**src/rtl/tlp_ocp_bridge.sv**
```systemverilog
// tlp_ocp_bridge
// Translates PCIe memory-request TLPs, received one DW per beat from an
// AXI-stream FIFO, into OCP 2.2 read and write commands.
//
// Ports:
//   clk, reset         single clock, synchronous active-high reset
//   m_axis_*           TLP stream in (tvalid/tready/tdata/tkeep/tlast)
//   cmd_accept         OCP SCmdAccept
//   address            OCP MAddr (byte address, bits[1:0] = 0)
//   enable             OCP command valid (read_request | write_request)
//   read_request       OCP RD command
//   write_request      OCP WR command
//   data_valid         write data valid (mirrors write_request)
//   write_data         OCP MData
//   byte_en            OCP MByteEn
//   burst_seq          burst sequence, always INCR
//   burst_single_req   1 on reads, 0 on writes
//   burst_length       TLP Length field (0 encodes 1024)
//   tlp_error          one-cycle pulse when a TLP is dropped or truncated
module tlp_ocp_bridge #(
    parameter int ADDR_WDTH = 64,
    parameter int MAX_LEN   = 1024
) (
    input  logic                 clk,
    input  logic                 reset,
    input  logic                 m_axis_tvalid,
    output logic                 m_axis_tready,
    input  logic [31:0]          m_axis_tdata,
    input  logic [3:0]           m_axis_tkeep,
    input  logic                 m_axis_tlast,
    input  logic                 cmd_accept,
    output logic [ADDR_WDTH-1:0] address,
    output logic                 enable,
    output logic                 read_request,
    output logic                 write_request,
    output logic                 data_valid,
    output logic [31:0]          write_data,
    output logic [3:0]           byte_en,
    output logic [2:0]           burst_seq,
    output logic                 burst_single_req,
    output logic [9:0]           burst_length,
    output logic                 tlp_error
);

    typedef enum logic [2:0] {
        HDR0, HDR1, HDR2, HDR3, RD_CMD, WR_DATA, DRAIN
    } state_t;

    state_t                 state_q, state_d;
    logic                   is_wr_q, is_wr_d;
    logic                   is4dw_q, is4dw_d;
    logic                   bad_q, bad_d;
    logic [9:0]             len_q, len_d;
    logic [3:0]             first_be_q, first_be_d;
    logic [3:0]             last_be_q, last_be_d;
    logic [31:0]            hi_q, hi_d;
    logic [ADDR_WDTH-1:0]   next_addr_q, next_addr_d;
    logic [10:0]            dw_left_q, dw_left_d;
    logic                   first_dw_q, first_dw_d;
    logic                   rd_drain_q, rd_drain_d;
    logic                   rd_req_q, rd_req_d;
    logic                   wr_req_q, wr_req_d;
    logic [ADDR_WDTH-1:0]   address_q, address_d;
    logic [31:0]            wdata_q, wdata_d;
    logic [3:0]             byte_en_q, byte_en_d;
    logic [9:0]             burst_len_q, burst_len_d;
    logic                   single_q, single_d;
    logic                   tlp_err_q, tlp_err_d;

    logic                   acc;
    logic                   hdr_done;
    logic                   wr_free;
    logic [10:0]            len_eff;
    logic [63:0]            hdr_addr64;
    logic [ADDR_WDTH-1:0]   hdr_addr;
    logic                   launch_rd;
    logic [ADDR_WDTH-1:0]   launch_addr;
    logic                   unused_keep;

    // tkeep carries no control meaning here.
    assign unused_keep = ^m_axis_tkeep;

    always_comb begin
        m_axis_tready = 1'b0;
        case (state_q)
            HDR0, HDR1, HDR2, HDR3, DRAIN: m_axis_tready = 1'b1;
            // A new data beat may enter when no write is pending or the
            // pending one is being accepted this cycle.
            WR_DATA: m_axis_tready = !wr_req_q || cmd_accept;
            default: m_axis_tready = 1'b0;
        endcase
        if (reset) m_axis_tready = 1'b0;
    end

    assign acc      = m_axis_tvalid && m_axis_tready;
    assign len_eff  = (m_axis_tdata[9:0] == 10'd0) ? 11'd1024 : {1'b0, m_axis_tdata[9:0]};
    assign hdr_done = acc && (((state_q == HDR2) && !is4dw_q) || (state_q == HDR3));
    assign wr_free  = !wr_req_q || cmd_accept;

    // The final header beat carries the low address word in either format.
    assign hdr_addr64 = is4dw_q ? {hi_q, m_axis_tdata[31:2], 2'b00}
                                : {32'd0, m_axis_tdata[31:2], 2'b00};
    assign hdr_addr   = hdr_addr64[ADDR_WDTH-1:0];

    always_comb begin
        state_d     = state_q;
        is_wr_d     = is_wr_q;
        is4dw_d     = is4dw_q;
        bad_d       = bad_q;
        len_d       = len_q;
        first_be_d  = first_be_q;
        last_be_d   = last_be_q;
        hi_d        = hi_q;
        next_addr_d = next_addr_q;
        dw_left_d   = dw_left_q;
        first_dw_d  = first_dw_q;
        rd_drain_d  = rd_drain_q;
        rd_req_d    = rd_req_q;
        wr_req_d    = wr_req_q;
        address_d   = address_q;
        wdata_d     = wdata_q;
        byte_en_d   = byte_en_q;
        burst_len_d = burst_len_q;
        single_d    = single_q;
        tlp_err_d   = 1'b0;
        launch_rd   = 1'b0;
        launch_addr = next_addr_q;

        // Retire a pending write; a data beat below may replace it.
        if (wr_req_q && cmd_accept) wr_req_d = 1'b0;

        case (state_q)
            HDR0: if (acc) begin
                is_wr_d = m_axis_tdata[30];
                is4dw_d = m_axis_tdata[29];
                len_d   = m_axis_tdata[9:0];
                bad_d   = m_axis_tdata[31] || (m_axis_tdata[28:24] != 5'd0) ||
                          ({21'd0, len_eff} > 32'(MAX_LEN));
                if (m_axis_tlast) tlp_err_d = 1'b1;
                else              state_d   = HDR1;
            end
            HDR1: if (acc) begin
                first_be_d = m_axis_tdata[3:0];
                last_be_d  = m_axis_tdata[7:4];
                if (m_axis_tlast) begin
                    tlp_err_d = 1'b1;
                    state_d   = HDR0;
                end else begin
                    state_d = HDR2;
                end
            end
            HDR2: if (acc && is4dw_q) begin
                hi_d = m_axis_tdata;
                // A 32-bit OCP space cannot reach a nonzero upper word.
                if ((ADDR_WDTH == 32) && (m_axis_tdata != 32'd0)) bad_d = 1'b1;
                if (m_axis_tlast) begin
                    tlp_err_d = 1'b1;
                    state_d   = HDR0;
                end else begin
                    state_d = HDR3;
                end
            end
            RD_CMD: begin
                if (rd_req_q) begin
                    if (cmd_accept) begin
                        rd_req_d = 1'b0;
                        state_d  = rd_drain_q ? DRAIN : HDR0;
                    end
                end else if (wr_free) begin
                    // Read was deferred behind a previous TLP's last write.
                    launch_rd = 1'b1;
                end
            end
            WR_DATA: if (acc) begin
                wr_req_d    = 1'b1;
                address_d   = next_addr_q;
                next_addr_d = next_addr_q + ADDR_WDTH'(4);
                wdata_d     = m_axis_tdata;
                single_d    = 1'b0;
                burst_len_d = len_q;
                if (first_dw_q)               byte_en_d = first_be_q;
                else if (dw_left_q == 11'd1)  byte_en_d = last_be_q;
                else                          byte_en_d = 4'hF;
                first_dw_d = 1'b0;
                dw_left_d  = dw_left_q - 11'd1;
                if (dw_left_q == 11'd1) begin
                    tlp_err_d = !m_axis_tlast;
                    state_d   = m_axis_tlast ? HDR0 : DRAIN;
                end else if (m_axis_tlast) begin
                    tlp_err_d = 1'b1;
                    state_d   = HDR0;
                end
            end
            DRAIN: if (acc && m_axis_tlast) state_d = HDR0;
            default: state_d = HDR0;
        endcase

        if (hdr_done) begin
            if (bad_q) begin
                tlp_err_d = 1'b1;
                state_d   = m_axis_tlast ? HDR0 : DRAIN;
            end else if (!is_wr_q) begin
                next_addr_d = hdr_addr;
                launch_addr = hdr_addr;
                rd_drain_d  = !m_axis_tlast;
                tlp_err_d   = !m_axis_tlast;
                state_d     = RD_CMD;
                if (wr_free) launch_rd = 1'b1;
            end else if (m_axis_tlast) begin
                // Write header with no payload behind it.
                tlp_err_d = 1'b1;
                state_d   = HDR0;
            end else begin
                next_addr_d = hdr_addr;
                dw_left_d   = (len_q == 10'd0) ? 11'd1024 : {1'b0, len_q};
                first_dw_d  = 1'b1;
                state_d     = WR_DATA;
            end
        end

        if (launch_rd) begin
            rd_req_d    = 1'b1;
            address_d   = launch_addr;
            burst_len_d = len_q;
            single_d    = 1'b1;
            byte_en_d   = first_be_q;
        end
    end

    always_ff @(posedge clk) begin
        if (reset) begin
            state_q     <= HDR0;
            is_wr_q     <= 1'b0;
            is4dw_q     <= 1'b0;
            bad_q       <= 1'b0;
            len_q       <= '0;
            first_be_q  <= '0;
            last_be_q   <= '0;
            hi_q        <= '0;
            next_addr_q <= '0;
            dw_left_q   <= '0;
            first_dw_q  <= 1'b0;
            rd_drain_q  <= 1'b0;
            rd_req_q    <= 1'b0;
            wr_req_q    <= 1'b0;
            address_q   <= '0;
            wdata_q     <= '0;
            byte_en_q   <= '0;
            burst_len_q <= '0;
            single_q    <= 1'b0;
            tlp_err_q   <= 1'b0;
        end else begin
            state_q     <= state_d;
            is_wr_q     <= is_wr_d;
            is4dw_q     <= is4dw_d;
            bad_q       <= bad_d;
            len_q       <= len_d;
            first_be_q  <= first_be_d;
            last_be_q   <= last_be_d;
            hi_q        <= hi_d;
            next_addr_q <= next_addr_d;
            dw_left_q   <= dw_left_d;
            first_dw_q  <= first_dw_d;
            rd_drain_q  <= rd_drain_d;
            rd_req_q    <= rd_req_d;
            wr_req_q    <= wr_req_d;
            address_q   <= address_d;
            wdata_q     <= wdata_d;
            byte_en_q   <= byte_en_d;
            burst_len_q <= burst_len_d;
            single_q    <= single_d;
            tlp_err_q   <= tlp_err_d;
        end
    end

    assign address          = address_q;
    assign read_request     = rd_req_q;
    assign write_request    = wr_req_q;
    assign enable           = rd_req_q | wr_req_q;
    assign data_valid       = wr_req_q;
    assign write_data       = wdata_q;
    assign byte_en          = byte_en_q;
    assign burst_seq        = 3'b000;
    assign burst_single_req = single_q;
    assign burst_length     = burst_len_q;
    assign tlp_error        = tlp_err_q;

endmodule

```
**config.mk**
```make
export PLATFORM = sky130hd
export DESIGN_NAME = tlp_ocp_bridge
export DESIGN_NICKNAME = d
export VERILOG_FILES = /design/src/rtl/tlp_ocp_bridge.sv
export SDC_FILE = /design/constraint.sdc
export NUM_CORES = 1
export LEC_CHECK = 0
export CAP_MARGIN = 20
export CORE_MARGIN = 5
export CORE_UTILIZATION = 50
export CTS_CLUSTER_DIAMETER = 40
export DETAILED_ROUTE_END_ITERATION = 10
export PLACE_DENSITY = 0.77
export REMOVE_ABC_BUFFERS = 1
export SKIP_LAST_GASP = 1
export SYNTH_ARGS = -nofsm -noshare
export SYNTH_HDL_FRONTEND = slang
export SYNTH_SLANG_ARGS = --single-unit
```
**constraint.sdc**
```tcl
create_clock -name clk -period 2.47 [get_ports clk]
set_input_delay 0.741 -clock clk [delete_from_list [all_inputs] [get_ports clk]]
set_output_delay 0.741 -clock clk [all_outputs]
set_load 0.02 [all_outputs]
```
* Word level (Yosys, flattened, before mapping) *
Index checks and enable logic that the tools add are counted.

storage, ports and cells
  register bits after elaboration = 247
  bits in latches = 0
  memory bits (writable) = 0
  bits in read-only memories = 0
  input port bits = 41
  output and inout port bits = 120
  logic and storage cells = 154
  memories = 0

cells by class
  add/subtract/negate cells = 2
  multipliers = 0
  divide/modulo/power cells = 0
  order comparisons = 1
  equal/unequal tests = 16
  shift-type cells = 0
  muxes and demuxes = 83
  bitwise gates (word level) = 3
  reductions and logical operators = 29

operators with widths
  operator               count
  $mux 64                13
  $mux 11                8
  $add 64x3->64 const B  1
  $mux 3                 16
  $mux 1                 33
  $mux 10                3
  $ne 3x3->1 const B     7
  $logic_not 10->1       2
  $mux 4                 5
  $pmux 3 s6             1
  $eq 11x1->1 const B    1
  $gt 11x11->1 const B   1
  $sub 11x1->11 const B  1
  $reduce_and 2->1       5
  $eq 3x3->1 const B     3
  $reduce_and 9->1       1
  $eq 3x2->1 const B     2
  $logic_and 1x1->1      6
  $reduce_bool 2->1      3
  $reduce_bool 5->1      1
  $reduce_or 5->1        1
  $logic_or 1x1->1       4
  $mux 2                 2
  $ne 4x4->1 const B     1
  other kinds (10)       13

* Logic depth before layout (Yosys ltp) *
Gate-level depths: netlist of the first run.

  depth after elaboration = 12
  gate-level depth with buffers = 12

* Worst setup path before layout of the first run *
OpenSTA, ideal clock, no wires.

  path kind = input -> register
  from = in reset
  to = reg next_addr_q[56]
  arrival time = 2.308 ns
  required time = 2.348 ns
  setup slack = 0.041 ns
  cell stages on the path = 8
  cells stage by stage = buf_6 nand3b_4 or4_1 buf_2 o21ai_4 buf_6 nor2_1 a221o_1

between the ends
  longest elaborated chain between the ends = 8
  elaborated cells on any way between the ends = 9
  those cells by class = mux (7); reduce/logical (2)

RTL lines
  element               RTL line  RTL
  from (decl)           25        input logic reset,
  $mux 1                92        if (reset) m_axis_tready = 1'b0;
  $logic_and 1x1->1     95        assign acc = m_axis_tvalid && m_axis_tready;
  $mux 64               174       WR_DATA: if (acc) begin
  $mux 64               132       case (state_q)
  $mux 64               209       end else if (m_axis_tlast) begin
  $mux 64               202       end else if (!is_wr_q) begin
  $mux 64               199       if (bad_q) begin
  $mux 64               198       if (hdr_done) begin
  to (signal assigned)  261       next_addr_q <= next_addr_d;
  to (decl)             57        logic [ADDR_WDTH-1:0] next_addr_q, next_addr_d;

Several ways; a longest one is shown, not always the timed one.
A chain may end at the register's enable or synchronous reset.

* Final worst setup path of the first run *
  from = in cmd_accept
  to = out m_axis_tready

between the ends
  longest elaborated chain between the ends = 3

RTL lines
  element           RTL line  RTL
  from (decl)       31        input logic cmd_accept,
  $logic_or 1x1->1  89        WR_DATA: m_axis_tready = !wr_req_q || cmd_accept;
  $pmux 1 s2        85        case (state_q)
  $mux 1            92
  to (decl)         27        output logic m_axis_tready,

Every way passes these cells.

==> out/metrics.yaml, run 1 <==
status: "finished with violations"
violations: "negative setup slack"
period_share: 1.011
reg2reg_slack_ns: 0.06
nFillCells: 1830
drtAntennaViolNets: 0
synth_cells: 1354
fin_skew_ns: 0.04058
drt_pass1_iterations: 5
cts_setup_buffers: 0
critical_path_class: "in -> out"
cts.sink_count: 243
ys_seq_elements: 243
clkLatencyLatePin_ns: 0.52
rows: 55
area_delta_synth_final_pct: 32.29
r2r_cells: 11
grt_pass1_vias: 10650
dpl_worst_slack_ns: -0.6329
grt_pass1_wl_microns: 56020
tightest_slew_ns: 0.6603
root_buffer: "clkbuf_16"
whs_endpoint: "burst_length[4]"
ys_async_sr_fraction: 0
routed-via-count: 11020
grt-ovfl-total: 0
max_slew_margin: 0.5598
nets: 1590
cp.required_ns: 1.73
antenna_found_initial: 0
core_area_sq_mm: 0.02243
cp.arrival_ns: 1.76
die_area_sq_mm: 0.02571
die_h_microns: 160.3
timing.final.ws_setup_ns: -0.02682
slew_violations: 0
post_synth.cell_area_avg_sq_um: 8.347
htreeDepth: 2
critPathLaunchType: "input port"
die-width_microns: 160.3
path_clk_slew_ns: 0.05
hp-start: "burst_length[4]"
synth_seq_area_share: 0.4304
hpwl_microns: 23270
drive_gt1_frac: 0.1313
n_antenna_cell: 0
start_util: 0.5038
min_period_ns: 2.497
leakage_nw: 5.284
detail_route.wl_per_cell_microns: 18.49
first_iter_violations: 990
synth_edf_count: 0
cts_tree: "done"
cp_max_fo: 2
cts_buffer_depth: 3
track_usage: 0.2597
rr_endpoint: "state_q[1]"
ys.flop_type: "dfxtp_1"
yosysWarnings: 0
numCtsBuffers: 35
clock.fmax_mhz: 400.5
io_buffers: 151
drc_errors: 0
finalHoldViolations: 0
grt_max_degree: 144
reg2reg_from: "dw_left_q[1]"
worst_hold_path_type: "reg -> reg"
ios: 161
gp_congestion: 0.9193
yosysUniqueCellTypes: 69
p_per_area_mw_per_mm2: 626.4
power_mw: 9.366
peakVddDrop_v: 0.0004517
syn_area_sq_mm: 0.01130
setup_violations: 1
max_cap_viol_count: 0
hold_depth: 2
worstSetupEndpointType: "output port"
vias_per_cell: 5.946
rsz0062_at_grt: "true"
wirelength_microns: 34290
[cell families (layout without fill, tap and decap cells)]
family | Yosys count | after routing | share of synthesized area
xor+xnor | 35 | 35 | 0.02712
flops | 243 | 243 | 0.4304
mux | 71 | 71 | 0.06288
buf+inv | 131 | 342 | 0.05114
compound gates | 336 | 336 | 0.1947
simple gates | 533 | 533 | 0.2289
fa+ha+maj | 4 | 4 | 0.004428
other cells | 1 | 5 | 0.0003318
[stage by stage]
stage	util	std cells	area, sq um	TNS, ns	hold WS (ns)
6_report	0.6665	1854	14950	-0.02682	0.4476
5_1_grt	0.6665	1854	14950	-0.1648	0.4611
4_1_cts	0.6656	1854	14930	-0.06130	0.4510
3_5_place_dp	0.6134	1793	13760	-70.70	0.4440
3_3_place_gp	0.6134	1793	13760	-62.75	0.4409
2_1_floorplan	-	1244	10800	-442.35	0.4429
[layout make-up]
class                      instances  area, sq um  share of cell area
multi-input combinational        984         5938              0.3972
sequential                       243         4865              0.3254
timing repair buffer             264         2567              0.1717
clock buffer                      42        953.4             0.06377
tap                              285        356.6             0.02385
clock inverter                    19        202.7             0.01356
inverter                          17        68.82            0.004603
[worst max-delay path: stages]
cell	delay, ns
clkdlybuf4s50_1	0.47
nand2b_1	0.12
nand3_1	0.10
a31oi_1	0.16
buf_4	0.17
[registers in the layout (all words and copies together) (netlist names), 3 cells and up]
name,count
address,62
last_be_q,4
len_q,10
hi_q,32
burst_length,10
write_data,32
first_be_q,4
next_addr_q,62
dw_left_q,11
state_q,3
byte_en,4
[synthesized netlist by cell type (5+ instances only)]
master	n	area (sq um)
nand4_1	40	250.2
and4_1	6	52.55
o21ai_0	20	100.1
nor2_1	104	390.4
buf_1	7	26.28
o311a_1	6	60.06
nor3_1	18	90.09
nand2_1	216	810.8
o31ai_1	5	37.54
mux2i_1	71	710.7
o211ai_1	26	195.2
and3_1	12	75.07
clkbuf_1	75	281.5
a21oi_1	136	680.7
buf_4	13	97.59
dfxtp_1	243	4865
xor2_1	27	236.5
or4_1	25	187.7
inv_1	15	56.30
buf_2	17	85.08
or3_1	8	50.05
nand3_1	62	310.3
xnor2_1	8	70.07
a211oi_1	95	713.2
nor4_1	9	56.30
a311oi_1	6	52.55
a31oi_1	9	56.30
a221o_1	6	60.06
[repair_timing]
action,CTS,global route
setup endpoints to repair,11,35
gates resized for setup,11,6
gates cloned,0,0
pin swaps,7,2
hold buffers,0,0
[layer usage]
layer / track usage / part of all wire / routed length [microns]
met1: 0.3395 / 0.43 / 14600
met2: 0.4351 / 0.48 / 16400
met3: 0.04285 / 0.066 / 2255
met4: 0.09503 / 0.030 / 1024
met5: 0 / 0 / 0
[where the power goes]
group          internal, mW  leakage (nW)  switching (mW)
sequential             3.95          1.96          0.0262
combinational         0.213          2.76           0.310
clock                  3.01         0.567            1.86
total                  7.17          5.28            2.20
[cell usage in the layout (no fill, tap or decap), types with 8 or more instances in the layout]
cell / n
a211oi_1: 95
a21oi_1: 133
a31oi_1: 9
and3_1: 12
buf_12: 16
buf_4: 97
clkbuf_16: 36
clkdlybuf4s50_1: 147
dfxtp_1: 243
inv_1: 14
mux2i_1: 71
nand2_1: 215
nand3_1: 60
nand4_1: 40
nor2_1: 103
nor3_1: 18
nor4_1: 8
o211ai_1: 26
o21ai_0: 20
or3_1: 8
or4_1: 23
xnor2_1: 8
xor2_1: 27
[worst max path at each step]
stage / startpoint / to / slack, ns
after global routing: cmd_accept / m_axis_tready / -0.09
after CTS: cmd_accept / m_axis_tready / -0.03
after floorplan: reset / burst_length[0] / -5.69
after global placement: m_axis_tvalid / next_addr_q[32] / -0.61
final: cmd_accept / m_axis_tready / -0.03
after detailed placement: m_axis_tvalid / next_addr_q[32] / -0.63
Note: power is estimated with default switching activity, not from simulation.
==> run 2: changes to the inputs <==
--- a/config.mk
+++ b/config.mk
@@ -6,8 +6,10 @@
 export NUM_CORES = 1
 export LEC_CHECK = 0
 export CAP_MARGIN = 20
+export CORE_ASPECT_RATIO = 1.5
 export CORE_MARGIN = 5
 export CORE_UTILIZATION = 50
+export CTS_BUF_LIST = sky130_fd_sc_hd__clkbuf_16
 export CTS_CLUSTER_DIAMETER = 40
 export DETAILED_ROUTE_END_ITERATION = 10
 export PLACE_DENSITY = 0.77
==> out/metrics.yaml, run 2 (synthesis gave the netlist of run 1 again) <==
cts_buffer_depth: 3
grt-ovfl-total: 0
max_slew_margin: 0.4729
vias_per_cell: 6.034
cp.required_ns: 1.73
clock.fmax_mhz: 422.5
cts_setup_buffers: 0
drc_errors: 0
routed-via-count: 11030
gp_congestion: 0.9228
grt_pass1_wl_microns: 55840
drt_pass1_iterations: 5
io_buffers: 151
wirelength_microns: 34810
die_area_sq_mm: 0.02577
htreeDepth: 1
nFillCells: 1887
drtAntennaViolNets: 0
crit_buf_inv: 1
grt_max_degree: 72
reg2reg_slack_ns: 0.12
hpwl_microns: 24010
cp_max_fo: 5
mostFrequentLayoutCell: "dfxtp_1"
max_cap_viol_count: 0
start_util: 0.5068
cp.arrival_ns: 1.63
setup_violations: 0
cts_tree: "done"
min_period_ns: 2.367
dpl_worst_slack_ns: -0.5500
critPathLaunchType: "flip-flop"
slowest_stage: "clkdlybuf4s50_1"
timing.final.ws_setup_ns: 0.1032
nets: 1574
core_area_sq_mm: 0.02230
cpPeakStageDelay_ns: 0.64
grt_pass1_vias: 10880
peakVddDrop_v: 0.0006178
status: "complete, no violations"
numCtsBuffers: 30
cp_cell_sequence: "clkdlybuf4s50_1"
area_delta_synth_final_pct: 30.59
worstSetupEndpointType: "output port"
fin_skew_ns: 0.01997
drive_gt1_frac: 0.1218
path_clk_slew_ns: 0.06
clkLatencyLatePin_ns: 0.55
layout_common_cells: "dfxtp_1 (243), nand2_1 (215), clkdlybuf4s50_1 (147), a21oi_1 (134), nor2_1 (103)"
period_share: 0.9582
antenna_found_initial: 0
worst_hold_path_type: "reg -> reg"
ios: 161
finalHoldViolations: 0
leakage_nw: 5.196
die_h_microns: 194.1
rows: 67
track_usage: 0.2600
die-width_microns: 132.8
root_buffer: "clkbuf_16"
rsz0062_at_grt: "false"
first_iter_violations: 778
holdWs_ns: 0.4528
p_per_area_mw_per_mm2: 620.3
detail_route.wl_per_cell_microns: 19.04
cts.sink_count: 243
tightest_slew_ns: 0.7907
n_antenna_cell: 0
cp_top_family: "buffers and inverters"
slew_violations: 0
critical_path_class: "reg -> out"
==> run 2: cell types whose count changed in the layout (fill, tap and decap cells not counted), moves of 3 or more <==
cell,delta
inv_6,+4
clkbuf_16,-5
bufinv_16,+3
clkbuf_1,-3
buf_4,-10
clkinv_4,-4
clkbuf_8,-3
==> run 2: path summary, 6_finish.rpt <==
path / end / startpoint / depth (start not counted)
worst max-delay path: data_valid / data_valid / 1
worst min-delay path: write_data[19] / write_data[19] / 2
worst max register to register: state_q[1] / dw_left_q[7] / 9
worst min register to register: write_data[19] / write_data[19] / 2
==> run 2: through the flow <==
stage	TNS (ns)	cell area [sq um]	utilization	std cells	power, mW
after floorplan	-442.35	10800	-	1244	4.269
after global placement	-51.79	13670	0.6129	1773	4.571
after detailed placement	-58.29	13670	0.6129	1773	4.575
after CTS	0	14750	0.6613	1828	9.202
after global routing	0	14760	0.6619	1828	9.409
final	0	14760	0.6619	1828	9.155
==> run 2: final cells by class <==
class,count,area (sq um),share of cell area
Clock inverter,24,290.3,0.01967
Clock buffer,31,775.7,0.05256
Inverter,17,65.06,0.004408
Multi-Input combinational cell,984,5944,0.4028
Sequential cell,243,4865,0.3296
Timing Repair Buffer,253,2474,0.1676
Tap cell,276,345.3,0.02340
==> run 2: power by group <==
| group | internal (mW) | total (mW) | switching, mW |
|---|---|---|---|
| clock network | 2.84 | 4.66 | 1.82 |
| registers | 3.94 | 3.97 | 0.0301 |
| logic | 0.211 | 0.519 | 0.308 |
| total | 6.99 | 9.15 | 2.16 |
==> run 2: repair_timing <==
item                                    in CTS  in global routing
endpoints found under the setup margin       5                  7
pin swaps                                    3                  3
resized for setup                           12                  3
hold buffers                                 0                  0
==> run 2: layer usage <==
layer | track usage | up-vias | part of all wire
met2 | 0.4779 | 403 | 0.52
met4 | 0.1198 | 0 | 0.043
met3 | 0.03401 | 104 | 0.054
met5 | 0 | - | 0
met1 | 0.2959 | 5248 | 0.39
li1 | - | 5276 | -
==> run 2: worst register-to-register path, stage by stage (launching register included) <==
cell and delay, ns:
dfxtp_1 0.33, or4_1 0.57, or4_4 0.52, clkinv_2 0.07, ha_1 0.13, mux2i_1 0.06
o32a_1 0.21, a21oi_2 0.14, nand4_1 0.10, a21oi_1 0.14
